File: src/rtl/p_hardisc.sv
// Shared definitions for the execute-stage divide sequencer.
package p_hardisc;

   localparam int unsigned XLEN  = 32;
   localparam int unsigned CNT_W = 5;

   localparam logic [1:0] DIV_FN_DIV  = 2'b00;
   localparam logic [1:0] DIV_FN_DIVU = 2'b01;
   localparam logic [1:0] DIV_FN_REM  = 2'b10;
   localparam logic [1:0] DIV_FN_REMU = 2'b11;

   typedef logic [1:0] div_state_t;

   localparam div_state_t DIV_IDLE  = 2'd0;
   localparam div_state_t DIV_RUN   = 2'd1;
   localparam div_state_t DIV_FIXUP = 2'd2;
   localparam div_state_t DIV_DONE  = 2'd3;

endpackage

File: src/rtl/div_step.sv
// One radix-2 restoring step: shift in a dividend bit, trial-subtract the divisor.
module div_step
   import p_hardisc::*;
(
   input  logic [XLEN-1:0] rem,
   input  logic            dvd_msb,
   input  logic [XLEN-1:0] divisor,
   output logic [XLEN-1:0] rem_next_c,
   output logic            q_bit_c
);

   logic [XLEN:0] shifted;
   logic [XLEN:0] diff;

   // A borrow out of the 33-bit subtract means the trial divisor did not fit.
   always_comb begin
      shifted    = {rem, dvd_msb};
      diff       = shifted - {1'b0, divisor};
      q_bit_c    = ~diff[XLEN];
      rem_next_c = q_bit_c ? diff[XLEN-1:0] : shifted[XLEN-1:0];
   end

endmodule

File: src/rtl/mdu_div_seq.sv
// Multi-cycle DIV/DIVU/REM/REMU sequencer: 32 restoring iterations plus sign fixup.
module mdu_div_seq
   import p_hardisc::*;
#(
   parameter bit FAST_SPECIAL = 1'b1
) (
   input  logic            s_clk_i,
   input  logic            s_reset_i,
   input  logic            s_stall_i,
   input  logic            s_flush_i,
   input  logic            s_start_i,
   input  logic [1:0]      s_function_i,
   input  logic [XLEN-1:0] s_operand1_i,
   input  logic [XLEN-1:0] s_operand2_i,
   output logic            s_busy_o,
   output logic            s_finished_o,
   output logic [XLEN-1:0] s_result_o
);

   localparam logic [XLEN-1:0] INT_MIN = {1'b1, {(XLEN-1){1'b0}}};

   div_state_t       state_q, state_d;
   logic [CNT_W-1:0] cnt_q, cnt_d;
   logic [XLEN-1:0]  rem_q, rem_d;
   logic [XLEN-1:0]  dvd_q, dvd_d;
   logic [XLEN-1:0]  dvs_q, dvs_d;
   logic [XLEN-1:0]  result_q, result_d;
   logic             sel_rem_q, sel_rem_d;
   logic             neg_quo_q, neg_quo_d;
   logic             neg_rem_q, neg_rem_d;
   logic             finished_q, finished_d;
   logic             busy_q, busy_d;

   logic             signed_op, sign1, sign2, div_zero, overflow;
   logic [XLEN-1:0]  abs1, abs2;
   logic [XLEN-1:0]  step_rem;
   logic             step_bit;

   // Operand preparation for the operation being accepted in IDLE.
   always_comb begin
      signed_op = ~s_function_i[0];
      sign1     = signed_op & s_operand1_i[XLEN-1];
      sign2     = signed_op & s_operand2_i[XLEN-1];
      abs1      = sign1 ? (~s_operand1_i + XLEN'(1)) : s_operand1_i;
      abs2      = sign2 ? (~s_operand2_i + XLEN'(1)) : s_operand2_i;
      div_zero  = (s_operand2_i == '0);
      overflow  = signed_op && (s_operand1_i == INT_MIN) && (s_operand2_i == '1);
   end

   div_step u_step (
      .rem        (rem_q),
      .dvd_msb    (dvd_q[XLEN-1]),
      .divisor    (dvs_q),
      .rem_next_c (step_rem),
      .q_bit_c    (step_bit)
   );

   // Next-state and next-output logic.
   always_comb begin
      state_d   = state_q;
      cnt_d     = cnt_q;
      rem_d     = rem_q;
      dvd_d     = dvd_q;
      dvs_d     = dvs_q;
      result_d  = result_q;
      sel_rem_d = sel_rem_q;
      neg_quo_d = neg_quo_q;
      neg_rem_d = neg_rem_q;

      case (state_q)
         DIV_IDLE: begin
            if (s_start_i) begin
               sel_rem_d = s_function_i[1];
               neg_quo_d = (sign1 ^ sign2) & ~div_zero;
               neg_rem_d = sign1;
               dvd_d     = abs1;
               dvs_d     = abs2;
               rem_d     = '0;
               cnt_d     = CNT_W'(XLEN - 1);
               if (FAST_SPECIAL && div_zero) begin
                  result_d = s_function_i[1] ? s_operand1_i : '1;
                  state_d  = DIV_DONE;
               end else if (FAST_SPECIAL && overflow) begin
                  result_d = s_function_i[1] ? '0 : INT_MIN;
                  state_d  = DIV_DONE;
               end else begin
                  state_d  = DIV_RUN;
               end
            end
         end
         DIV_RUN: begin
            rem_d = step_rem;
            dvd_d = {dvd_q[XLEN-2:0], step_bit};
            cnt_d = cnt_q - CNT_W'(1);
            if (cnt_q == '0) state_d = DIV_FIXUP;
         end
         DIV_FIXUP: begin
            if (sel_rem_q) result_d = neg_rem_q ? (~rem_q + XLEN'(1)) : rem_q;
            else           result_d = neg_quo_q ? (~dvd_q + XLEN'(1)) : dvd_q;
            state_d = DIV_DONE;
         end
         DIV_DONE: begin
            if (!s_stall_i) state_d = DIV_IDLE;
         end
         default: state_d = DIV_IDLE;
      endcase

      // Flush wins over start and over completion.
      if (s_flush_i) state_d = DIV_IDLE;

      finished_d = (state_d == DIV_DONE);
      busy_d     = (state_d != DIV_IDLE);
   end

   always_ff @(posedge s_clk_i) begin
      if (s_reset_i) begin
         state_q    <= DIV_IDLE;
         cnt_q      <= '0;
         rem_q      <= '0;
         dvd_q      <= '0;
         dvs_q      <= '0;
         result_q   <= '0;
         sel_rem_q  <= 1'b0;
         neg_quo_q  <= 1'b0;
         neg_rem_q  <= 1'b0;
         finished_q <= 1'b0;
         busy_q     <= 1'b0;
      end else begin
         state_q    <= state_d;
         cnt_q      <= cnt_d;
         rem_q      <= rem_d;
         dvd_q      <= dvd_d;
         dvs_q      <= dvs_d;
         result_q   <= result_d;
         sel_rem_q  <= sel_rem_d;
         neg_quo_q  <= neg_quo_d;
         neg_rem_q  <= neg_rem_d;
         finished_q <= finished_d;
         busy_q     <= busy_d;
      end
   end

   assign s_busy_o     = busy_q;
   assign s_finished_o = finished_q;
   assign s_result_o   = result_q;

endmodule

File: config.mk
export PLATFORM = sky130hd
export DESIGN_NAME = mdu_div_seq
export DESIGN_NICKNAME = d
export VERILOG_FILES = /design/src/rtl/p_hardisc.sv /design/src/rtl/div_step.sv /design/src/rtl/mdu_div_seq.sv
export SDC_FILE = /design/constraint.sdc
export NUM_CORES = 1
export LEC_CHECK = 0
export CORE_ASPECT_RATIO = 0.9
export CORE_MARGIN = 2
export CORE_UTILIZATION = 40
export DETAILED_ROUTE_END_ITERATION = 16
export PLACE_DENSITY = 0.63
export SETUP_SLACK_MARGIN = 0.02
export SYNTH_ARGS = -nofsm -noshare
export SYNTH_HDL_FRONTEND = slang
export SYNTH_SLANG_ARGS = --single-unit
File: constraint.sdc
create_clock -name s_clk_i -period 8.5 [get_ports s_clk_i]
set_input_delay 0.85 -clock s_clk_i [delete_from_list [all_inputs] [get_ports s_clk_i]]
set_output_delay 0.85 -clock s_clk_i [all_outputs]
set_load 0.02 [all_outputs]
# [Yosys cells after proc, flatten, opt, wreduce, memory -nomap -nowiden]
# Index checks and enable logic that the tools add are counted.
[totals] word_cells=72 output_inout_bits=34 input_bits=71 register_bits=140
[classes] eq_ne=8 add_sub_neg=6 muxes=25 bitwise=11 n_reduce_logical=11
[ops] operator="$mux 32" count=13
[ops] operator="$pmux 32 s2" count=3
[ops] operator="$add 32x1->32 const B" count=4
[ops] operator="$not 32->32" count=4
[ops] operator="$eq 32x32->1 const B" count=2
[ops] operator="$sub 33x32->33" count=1
[ops] operator="$logic_not 32->1" count=1
[ops] operator="$mux 2" count=6
[ops] operator="$pmux 5 s2" count=1
[ops] operator="$pmux 2 s4" count=1
[ops] operator="$eq 2x2->1 const B" count=3
[ops] operator="$reduce_bool 2->1" count=3
[ops] operator="$logic_not 5->1" count=1
[ops] operator="$mux 5" count=1
[ops] operator="$sub 5x1->5 const B" count=1
[ops] operator="$reduce_and 2->1" count=2
[ops] operator="$and 1x1->1" count=3
[ops] operator="$ne 3x3->1 const B" count=1
[ops] operator="$not 1->1" count=3
[ops] operator="$reduce_and 3->1" count=1
[ops] operator="$eq 2x1->1 const B" count=1
[ops] operator="$logic_and 1x1->1" count=2
[ops] operator="$logic_not 2->1" count=1
[ops] operator="$ne 2x2->1 const B" count=1
[ops] operator="$xor 1x1->1" count=1

# [Longest topological paths before layout]
# Gate-level depths: netlist (run 1).
[logic_depth] ltp_word=9 depth_mapped=14 depth_no_buf=12

# [Hierarchy]
# Synthesis (run 1) repeated with hierarchy kept, for this count alone.
[hier_totals] hier_cells=1392 area_unflattened_um2=10657.7
[by_module_without_submodules] mod="mdu_div_seq" cells_each=1081 n_inst=1 seq_area_each_um2=2802.7 area_per_inst_um2=8401.8
[by_module_without_submodules] mod="div_step" cells_each=311 n_inst=1 seq_area_each_um2=0.0 area_per_inst_um2=2255.9

# [Least setup slack after synthesis (run 1)]
# Ideal clock, no wire load.
[synth_path] path_kind="input -> register" from="input s_operand2_i[14]" to="register result_q[1] (netlist: s_result_o[1])" setup_ps=128 arrival_time_ps=2874 slack_ps=5499 path_buffers=1 path_stages=9 path_cell_list="or4_4 -> nor4b_4 -> nor3b_2 -> nand2_2 -> nor2_4 -> o31ai_2 -> buf_2 -> a221oi_1 -> nor2_1"
[synth_via] elab_chain_cells=4
[synth_lines] element="start: declaration" line="mdu_div_seq.sv:14" source="input logic [XLEN-1:0] s_operand2_i,"
[synth_lines] element="$eq 32x32->1 / $logic_not 32->1 (equally long branches)" line="mdu_div_seq.sv:47, mdu_div_seq.sv:46"
[synth_lines] element="$logic_and 1x1->1 / $mux 32 (equally long branches)" line="mdu_div_seq.sv:47, mdu_div_seq.sv:80"
[synth_lines] element="$ne 3x3->1 (no line) / $mux 32 (equally long branches)"
[synth_lines] element="$reduce_and 3->1 (no line) / $pmux 32 s2 (equally long branches)"
[synth_lines] element="end signal: assignment" line="mdu_div_seq.sv:134" source="result_q <= result_d;"
[synth_lines] element="end: declaration" line="mdu_div_seq.sv:27" source="logic [XLEN-1:0] result_q, result_d;"
# Several ways; a longest one is shown, not always the timed one. The select of a mux whose other input is x is not followed.
# A chain may end at the register's enable or synchronous reset.

# [Final worst setup path (run 1)]
[layout_path] from="input s_operand2_i[6]" to="register result_q[29] (netlist: s_result_o[29])"
# Same word-level chain as after synthesis.

==> flow_summary.ini, run 1 <==
[run_status]
outcome = finished, final reports clean

[cts]
cts_resized = 0
hold_buffers = 0
root_buffer = clkbuf_16
cts_setup_buffers = 0
clock_sinks = 140
path_clk_slew_ns = 0.07
numCtsBuffers = 17
cts_tree = built
h-tree-depth = 4
cts_buffer_depth = 2
clk_latency_ns = 0.44

[critical_path]
timing.rr.start = dvd_q[31]$_SDFFE_PP0P_
required_ns = 8.86
crit_chain = clkdlybuf4s50_1 > or4_1 > nor4_2 > and3b_1 > nand2_2 > nor3_2 > o21ai_0 > o21ai_0 > a21oi_1 > a21oi_1
critPathCapture = s_result_o[29]$_SDFFE_PP0P_
crit_fanout = 17
r2r_slack_ns = 4.61
critPathCaptureType = flip-flop
startpoint = s_operand2_i[6]
path_class = in -> reg
reg2regPathDepth = 13
crit_slowest_cell = nor3_2
startpoint_type = input pin
reg2reg_to = rem_q[13]$_SDFFE_PP0P_
slowest_delay_ns = 0.95
cp_data_arrival_time_ns = 4.29

[global_routing]
grt_start_max_net_pins = 64
overflow = 0
grt_pass1_vias = 9791
grt_pass1_wl_microns = 53700
grt_use_total_pct = 24.5
antenna_found_initial = 0

[run]
max-cap-violations = 0

[place]
dp_hpwl_microns = 25200
place_ws_ns = 4.15
place.gp.congestion = 0.913
io_buffers = 104

[timing]
worst_pin_slew_ns = 1.17
max_slew_margin_pct = 21.6
slew_viol_final = 0
tns_ns = 0
setup_violations = 0
worst_clock_skew_ns = 0.00981
rsz0062_at_grt = no
worst_slack_ns = 4.57
hold_viol = 0
fin_crit_sh_pct = 46.2
fmax_mhz = 254
min_period_ns = 3.93

[power]
combinationalPowerShare_pct = 20.9
switchingPower_uw = 579
power.density_nw_per_um2 = 148
p_clk_share_pct = 39.8
switching_share_pct = 31.6
peakVddDrop_mv = 0.131
power_leakage_uw = 0.00455
pwr-share-seq_pct = 39.3
p_int_uw = 1260

[layout]
layout_commonest_cell = nand2_1
final_cell_mix = nand2_1 (148), dfxtp_1 (140), nor2_1 (139), a21oi_1 (119), o21ai_0 (106)
drive_above_1_share_pct = 4.63
finalNetCount = 1589
syn_to_final_growth_pct = 17.6
num_antenna_cells = 0

[logic_synthesis]
synth_edf_count = 0
ys_seq_area_share_pct = 26.6
synth_nets = 1532
syn_area_per_cell_sq_um = 7.41
synthCells = 1421
synth-seq-cells = 140
synth_cell_type_count = 74
synth_warnings = 0
synthArstFlopShare_pct = 0
ys.flop_type = dfxtp_1
netlist_area_sq_um = 10500

[route]
remaining_drc_errors = 0
antenna_left = 0
drt_iter0_drc = 1034
vias_per_cell = 5.81
firstDrtPassIters = 5
routed_wl_microns = 33800
wl_per_cell_microns = 18.4
vias = 10700

[floorplan]
core-area_sq_um = 26000
num_rows = 56
initial_core_util_pct = 40.5
die_area_sq_um = 27600
die_height_microns = 158
die_w_microns = 175
ios = 105

[hold_path]
min_path_cells = 2
worstHoldPathType = reg -> reg
[sequential cells by signal, indices dropped and copies added, names as in the netlist]
register	flops
neg_quo_q	1
cnt_q	5
state_q	2
rem_q	32
dvd_q	32
neg_rem_q	1
s_finished_o	1
dvs_q	32
s_result_o	32
sel_rem_q	1
s_busy_o	1
[worst min-delay path by stage]
stage | from | endpoint | slack [ns]
after global placement | dvs_q[30]$_SDFFE_PP0P_ | dvs_q[30]$_SDFFE_PP0P_ | 0.44
after detailed placement | dvs_q[30]$_SDFFE_PP0P_ | dvs_q[30]$_SDFFE_PP0P_ | 0.44
after floorplan | dvs_q[30]$_SDFFE_PP0P_ | dvs_q[30]$_SDFFE_PP0P_ | 0.43
after CTS | dvs_q[30]$_SDFFE_PP0P_ | dvs_q[30]$_SDFFE_PP0P_ | 0.45
final | dvs_q[30]$_SDFFE_PP0P_ | dvs_q[30]$_SDFFE_PP0P_ | 0.45
after global routing | dvs_q[30]$_SDFFE_PP0P_ | dvs_q[30]$_SDFFE_PP0P_ | 0.48
[synthesized netlist by cell type, types with 28 or more instances]
cell        n  area (sq um)
ha_1       39           488
nand2_1   148           556
dfxtp_1   140          2800
inv_1      87           327
a21oi_1   119           596
nor3_1     29           145
clkbuf_1   65           244
mux2i_1    28           280
xor2_1     52           455
o21ai_0   106           531
nor2_1    141           529
a221oi_1   33           289
a211oi_1   40           300
xnor2_1    94           823
[power by group through the flow]
stage	Sequential, uW	Clock (uW)	Combinational, uW
floorplan	725	0	257
global placement	735	0	375
detailed placement	736	0	378
CTS	721	741	380
global route	726	769	424
finish	722	730	384
[area by class of cell]
cell class	count	area, sq um
clock buffer	20	447
clock inverter	12	118
fill	2612	13600
inverter	87	327
multi-input combinational	1115	7120
sequential	140	2800
tap	348	435
timing repair buffer	117	1140
[stage by stage]
step                hold slack (ns)  util [%]  power, uW  std cells  area, sq um
finish                        0.451      47.6       1840       1839        12400
global route                  0.475      47.6       1920       1839        12400
CTS                           0.453      47.6       1840       1839        12400
detailed placement            0.444      45.5       1110       1807        11800
global placement              0.442      45.5       1110       1807        11800
floorplan                     0.432         -        982       1421        10500
[critical path: cells and delay by family]
| kind | cells | cell delay [ns] |
|---|---|---|
| AND/OR/NAND/NOR | 5 | 2.36 |
| AO/OA/AOI/OAI | 4 | 0.55 |
| buffers and inverters | 1 | 0.50 |
[metal layers]
layer  routed length [microns]  vias up  global-route usage [%]
li1                          -     5234                       -
met1                     16100     5075                    34.1
met2                     15000      343                    38.7
met3                      2170       39                    5.24
met4                       510        0                    5.91
met5                         0        -                       0
[kinds of logic (layout without fill, tap and decap cells)]
| logic type | Yosys count | in the layout | synth area share, % |
|---|---|---|---|
| simple gates | 461 | 461 | 20.9 |
| flops | 140 | 140 | 26.6 |
| xor+xnor | 146 | 146 | 12.1 |
| fa+ha+maj | 40 | 40 | 4.83 |
| mux | 29 | 29 | 2.77 |
| compound gates | 439 | 439 | 26.6 |
| buf+inv | 166 | 236 | 6.11 |
Power figures use the tool's default switching activity.
==> inputs of run 2 (changes only) <==
==> constraint.sdc (replaced) <==
create_clock -name s_clk_i -period 3.75 [get_ports s_clk_i]
set_input_delay 0.375 -clock s_clk_i [delete_from_list [all_inputs] [get_ports s_clk_i]]
set_output_delay 0.375 -clock s_clk_i [all_outputs]
set_load 0.02 [all_outputs]
==> run 2 against run 1 <==
Die area did not move. Sequential power rose by 130%. Routed wire length rose by 1.5%. Critical path depth rose by 3. Register-to-register slack got worse by 4.2 ns. Clock skew barely moved. Critical path type is now reg -> reg. Largest cell class unchanged.
==> flow_summary.ini, run 2 (synthesis results as in run 1) <==
[cts]
cts_tree = built
hold_buffers = 0
cts_resized = 0
numCtsBuffers = 17
cts_setup_buffers = 0
root_buffer = clkbuf_16
cts_buffer_depth = 2
h-tree-depth = 4
clk_latency_ns = 0.44
path_clk_slew_ns = 0.06
clock_sinks = 140

[route]
vias = 10800
wl_per_cell_microns = 18.4
routed_wl_microns = 34300
drt_iter0_drc = 1051
vias_per_cell = 5.78
remaining_drc_errors = 0
firstDrtPassIters = 8
antenna_left = 0

[critical_path]
r2r_slack_ns = 0.38
cp_data_arrival_time_ns = 3.74
startpoint_type = flip-flop
path_class = reg -> reg
required_ns = 4.12
reg2regPathDepth = 13
crit_fanout = 32
critPathCaptureType = flip-flop

[place]
dp_hpwl_microns = 25800
io_buffers = 104
place.gp.congestion = 0.902
place_area_sq_um = 12100

[timing]
fin_crit_sh_pct = 89.9
whs_ns = 0.455
rsz0062_at_grt = no
slew_viol_final = 0
fmax_mhz = 297
max_slew_margin_pct = 35.4
setup_violations = 0
min_period_ns = 3.37
hold_viol = 0
worst_pin_slew_ns = 0.966
tns_ns = 0
worst_clock_skew_ns = 0.00990

[floorplan]
die_height_microns = 158
num_rows = 56
core-area_sq_um = 26000
initial_core_util_pct = 40.5
ios = 105
die_area_sq_um = 27600
die_w_microns = 175

[layout]
final_area_sq_um = 12700
syn_to_final_growth_pct = 20.6
layout_commonest_cell = nand2_1
num_antenna_cells = 0
drive_above_1_share_pct = 6.52
final_cell_mix = nand2_1 (148), dfxtp_1 (140), nor2_1 (139), a21oi_1 (119), o21ai_0 (106)
finalNetCount = 1617

[global_routing]
grt_pass1_wl_microns = 54400
grt_use_total_pct = 24.8
overflow = 0
grt_pass1_vias = 9812
grt_start_max_net_pins = 62
antenna_found_initial = 0

[power]
peakVddDrop_mv = 0.235
power_leakage_uw = 0.00476
power.density_nw_per_um2 = 346

[hold_path]
worstHoldPathType = reg -> reg
min_path_cells = 2

[run_status]
outcome = finished, final reports clean

[run]
max-cap-violations = 0
run 2: cell types whose count changed in the layout (fill, tap and decap cells not counted), moves of 2 or more:
cell,change
buf_12,+2
bufinv_16,+3
clkbuf_1,-2
clkinv_4,-2
clkinvlp_4,-4
clkinv_2,+2
buf_4,+26
inv_6,+2
run 2: path summary, 6_finish.rpt:
check / startpoint / to
max reg2reg: dvd_q[31]$_SDFFE_PP0P_ / rem_q[13]$_SDFFE_PP0P_
max: dvd_q[31]$_SDFFE_PP0P_ / rem_q[13]$_SDFFE_PP0P_
min: s_result_o[22]$_SDFFE_PP0P_ / s_result_o[22]$_SDFFE_PP0P_
min reg2reg: s_result_o[22]$_SDFFE_PP0P_ / s_result_o[22]$_SDFFE_PP0P_
run 2: layout make-up:
type	instances	area, sq um
clock buffers	19	453
repair buffers	145	1370
multi-input cells	1115	7120
clock inverters	13	188
flip-flops and latches	140	2800
fillers	2554	13300
inverters	87	327
well taps	348	435
run 2: per-stage QoR:
step	instances	power, uW	util, %	setup slack (ns)
global route	1867	4580	48.8	0.168
floorplan	1421	2230	-	0.903
finish	1867	4390	48.8	0.378
global placement	1835	2520	46.4	0.389
CTS	1867	4400	48.8	0.393
detailed placement	1835	2530	46.4	0.305
run 2: metal layers:
metal  track usage, %  routed length, microns
met1             35.9                   16300
met2             38.7                   15000
met3             3.46                    2450
met4             5.91                     510
met5                0                       0
run 2: critical path: stages, from the launching register on:
cell      delay [ns]
dfxtp_1         0.38
inv_1           0.07
ha_1            0.20
fa_1            0.39
nand2b_1        0.19
a21oi_1         0.25
o21ai_1         0.16
and3_1          0.20
o31ai_2         0.32
a21oi_1         0.17
xnor2_2         0.24
buf_12          0.27
mux2_2          0.36
o21ai_1         0.10
run 2: where the power goes:
part	switching, uW	internal, uW	total [uW]
Clock	720	1150	1870
Combinational	521	362	884
Sequential	72.9	1560	1630
Total	1310	3080	4390
==> inputs of run 3 (changes only) <==
--- a/config.mk
+++ b/config.mk
@@ -7,9 +7,9 @@
 export LEC_CHECK = 0
 export CORE_ASPECT_RATIO = 0.9
 export CORE_MARGIN = 2
-export CORE_UTILIZATION = 40
+export CORE_UTILIZATION = 55
 export DETAILED_ROUTE_END_ITERATION = 16
-export PLACE_DENSITY = 0.63
+export PLACE_DENSITY = 0.81
 export SETUP_SLACK_MARGIN = 0.02
 export SYNTH_ARGS = -nofsm -noshare
 export SYNTH_HDL_FRONTEND = slang
==> run 3 against run 2 <==
Setup slack worse by 0.043 ns. First-iteration DRC count is 21% higher. Non-clock buffer count decreased by 8. Critical endpoint is now rem_q[30]$_SDFFE_PP0P_. Routed wire length is 4.7% lower. Cell count is 5.9% lower. Final area decreased by 1.9%. Global-route usage is 7.6 points higher. Core utilization rose by 18 points. Worst hold slack improved by 0.011 ns.
==> flow_summary.ini, run 3 (synthesis results as in run 1) <==
[timing]
worst_pin_slew_ns = 0.938
whs_ns = 0.466
fin_crit_sh_pct = 91.1
hold_viol = 0
rsz0062_at_grt = no
worst_clock_skew_ns = 0.00933
setup_violations = 0
min_period_ns = 3.42
tns_ns = 0
slew_viol_final = 0
fmax_mhz = 293
max_slew_margin_pct = 37.5

[layout]
seq_area_sq_um = 2800
multi_input_comb_area_sq_um = 7120
layout_commonest_cell = nand2_1
finalNetCount = 1609
drive_above_1_share_pct = 5.89
syn_to_final_growth_pct = 18.3
fillers = 1626
final_cell_mix = nand2_1 (148), dfxtp_1 (140), nor2_1 (139), a21oi_1 (119), o21ai_0 (106)

[critical_path]
path_class = reg -> reg
crit_top_cell = o21ai_0
critPathCaptureType = flip-flop
cp_data_arrival_time_ns = 3.72
startpoint_type = flip-flop
slowest_delay_ns = 0.43
required_ns = 4.06
critPathBufInv = 1
crit_chain = inv_1 > ha_1 > fa_1 > nand2b_1 > a21oi_1 > o21ai_0 > o21ai_0 > a21oi_1 > o21ai_0 > mux2i_1 > o311ai_0 > o211ai_1
crit_fanout = 3
cpLargestDelayFamily = compound AO/OA/AOI/OAI gates
crit_slowest_cell = o21ai_0

[route]
remaining_drc_errors = 0
antenna_left = 0
wl_per_cell_microns = 18.6
firstDrtPassIters = 7
vias = 11100
routed_wl_microns = 32700
drt_iter0_drc = 1271
vias_per_cell = 6.33

[floorplan]
num_rows = 47
die_area_sq_um = 20300
core-area_sq_um = 18600
die_height_microns = 135
initial_core_util_pct = 56.6
ios = 105
die_w_microns = 150

[cts]
numCtsBuffers = 17
cts_setup_buffers = 0
cts_buffer_depth = 2
h-tree-depth = 4
root_buffer = clkbuf_16
clock_sinks = 140
clk_latency_ns = 0.44
hold_buffers = 0
cts_tree = built
path_clk_slew_ns = 0.06
cts_resized = 0

[global_routing]
grt_start_max_net_pins = 74
overflow = 0
grt_pass1_vias = 10200
grt_pass1_wl_microns = 52400
antenna_found_initial = 0
grt_use_total_pct = 32.4

[power]
power_leakage_uw = 0.00468
peakVddDrop_mv = 0.298
power.density_nw_per_um2 = 340

[run]
max-cap-violations = 0

[place]
io_buffers = 104
place.gp.congestion = 0.985
dp_hpwl_microns = 24300

[hold_path]
worstHoldPathType = reg -> reg

[run_status]
outcome = finished, final reports clean
==> run 3: cell count changes in the layout (fill, tap and decap cells not counted), sizes merged <==
cell / change
clkbuf: +3
diode: +1
clkinvlp: +3
inv: -3
clkinv: -1
bufinv: -2
buf: -8
==> run 3: report_power, final <==
group          internal (uW)  total [uW]  switching [uW]
clock                   1030        1710             679
combinational            362         890             528
sequential              1560        1630            73.7
==> run 3: layout make-up <==
class | instances | share of cell area, %
inverters | 87 | 2.62
clock buffers | 22 | 3.81
diodes | 1 | 0.0201
well taps | 245 | 2.46
multi-input cells | 1115 | 57.1
flip-flops and latches | 140 | 22.5
repair buffers | 137 | 10.5
clock inverters | 10 | 0.924
==> run 3: metrics by stage <==
stage | area (sq um) | power (uW) | instances | worst slack, ns | util (%)
after floorplan | 10500 | 2230 | 1421 | 0.903 | -
after global placement | 11900 | 2510 | 1724 | 0.335 | 63.8
after detailed placement | 11900 | 2530 | 1724 | 0.285 | 63.8
after CTS | 12500 | 4210 | 1756 | 0.396 | 67.0
after global routing | 12500 | 4400 | 1756 | 0.0762 | 67.0
final | 12500 | 4230 | 1757 | 0.335 | 67.0
==> run 3: worst reg2reg max path, stage by stage (launching register included) <==
cell and delay [ns]:
dfxtp_1 0.37, inv_1 0.07, ha_1 0.20, fa_1 0.38, nand2b_1 0.19, a21oi_1 0.21
o21ai_0 0.21, o21ai_0 0.43, a21oi_1 0.22, o21ai_0 0.39, mux2i_1 0.13, o311ai_0 0.35
o211ai_1 0.13
==> run 3: final timing paths <==
kind | startpoint | end | slack (ns) | depth (start not counted)
min reg2reg | dvs_q[31]$_SDFFE_PP0P_ | dvs_q[31]$_SDFFE_PP0P_ | 0.47 | 2
max | dvd_q[31]$_SDFFE_PP0P_ | rem_q[30]$_SDFFE_PP0P_ | 0.33 | 12
min | dvs_q[31]$_SDFFE_PP0P_ | dvs_q[31]$_SDFFE_PP0P_ | 0.47 | 2
max reg2reg | dvd_q[31]$_SDFFE_PP0P_ | rem_q[30]$_SDFFE_PP0P_ | 0.33 | 12
==> run 3: metal layers <==
layer  GRT usage [%]  vias to the layer above  routed length (microns)
met5               0                        -                        0
met4            11.9                        0                      905
met3            7.47                       82                     3020
met2            49.8                      572                    14400
met1            44.3                     5190                    14300
li1                -                     5274                        -
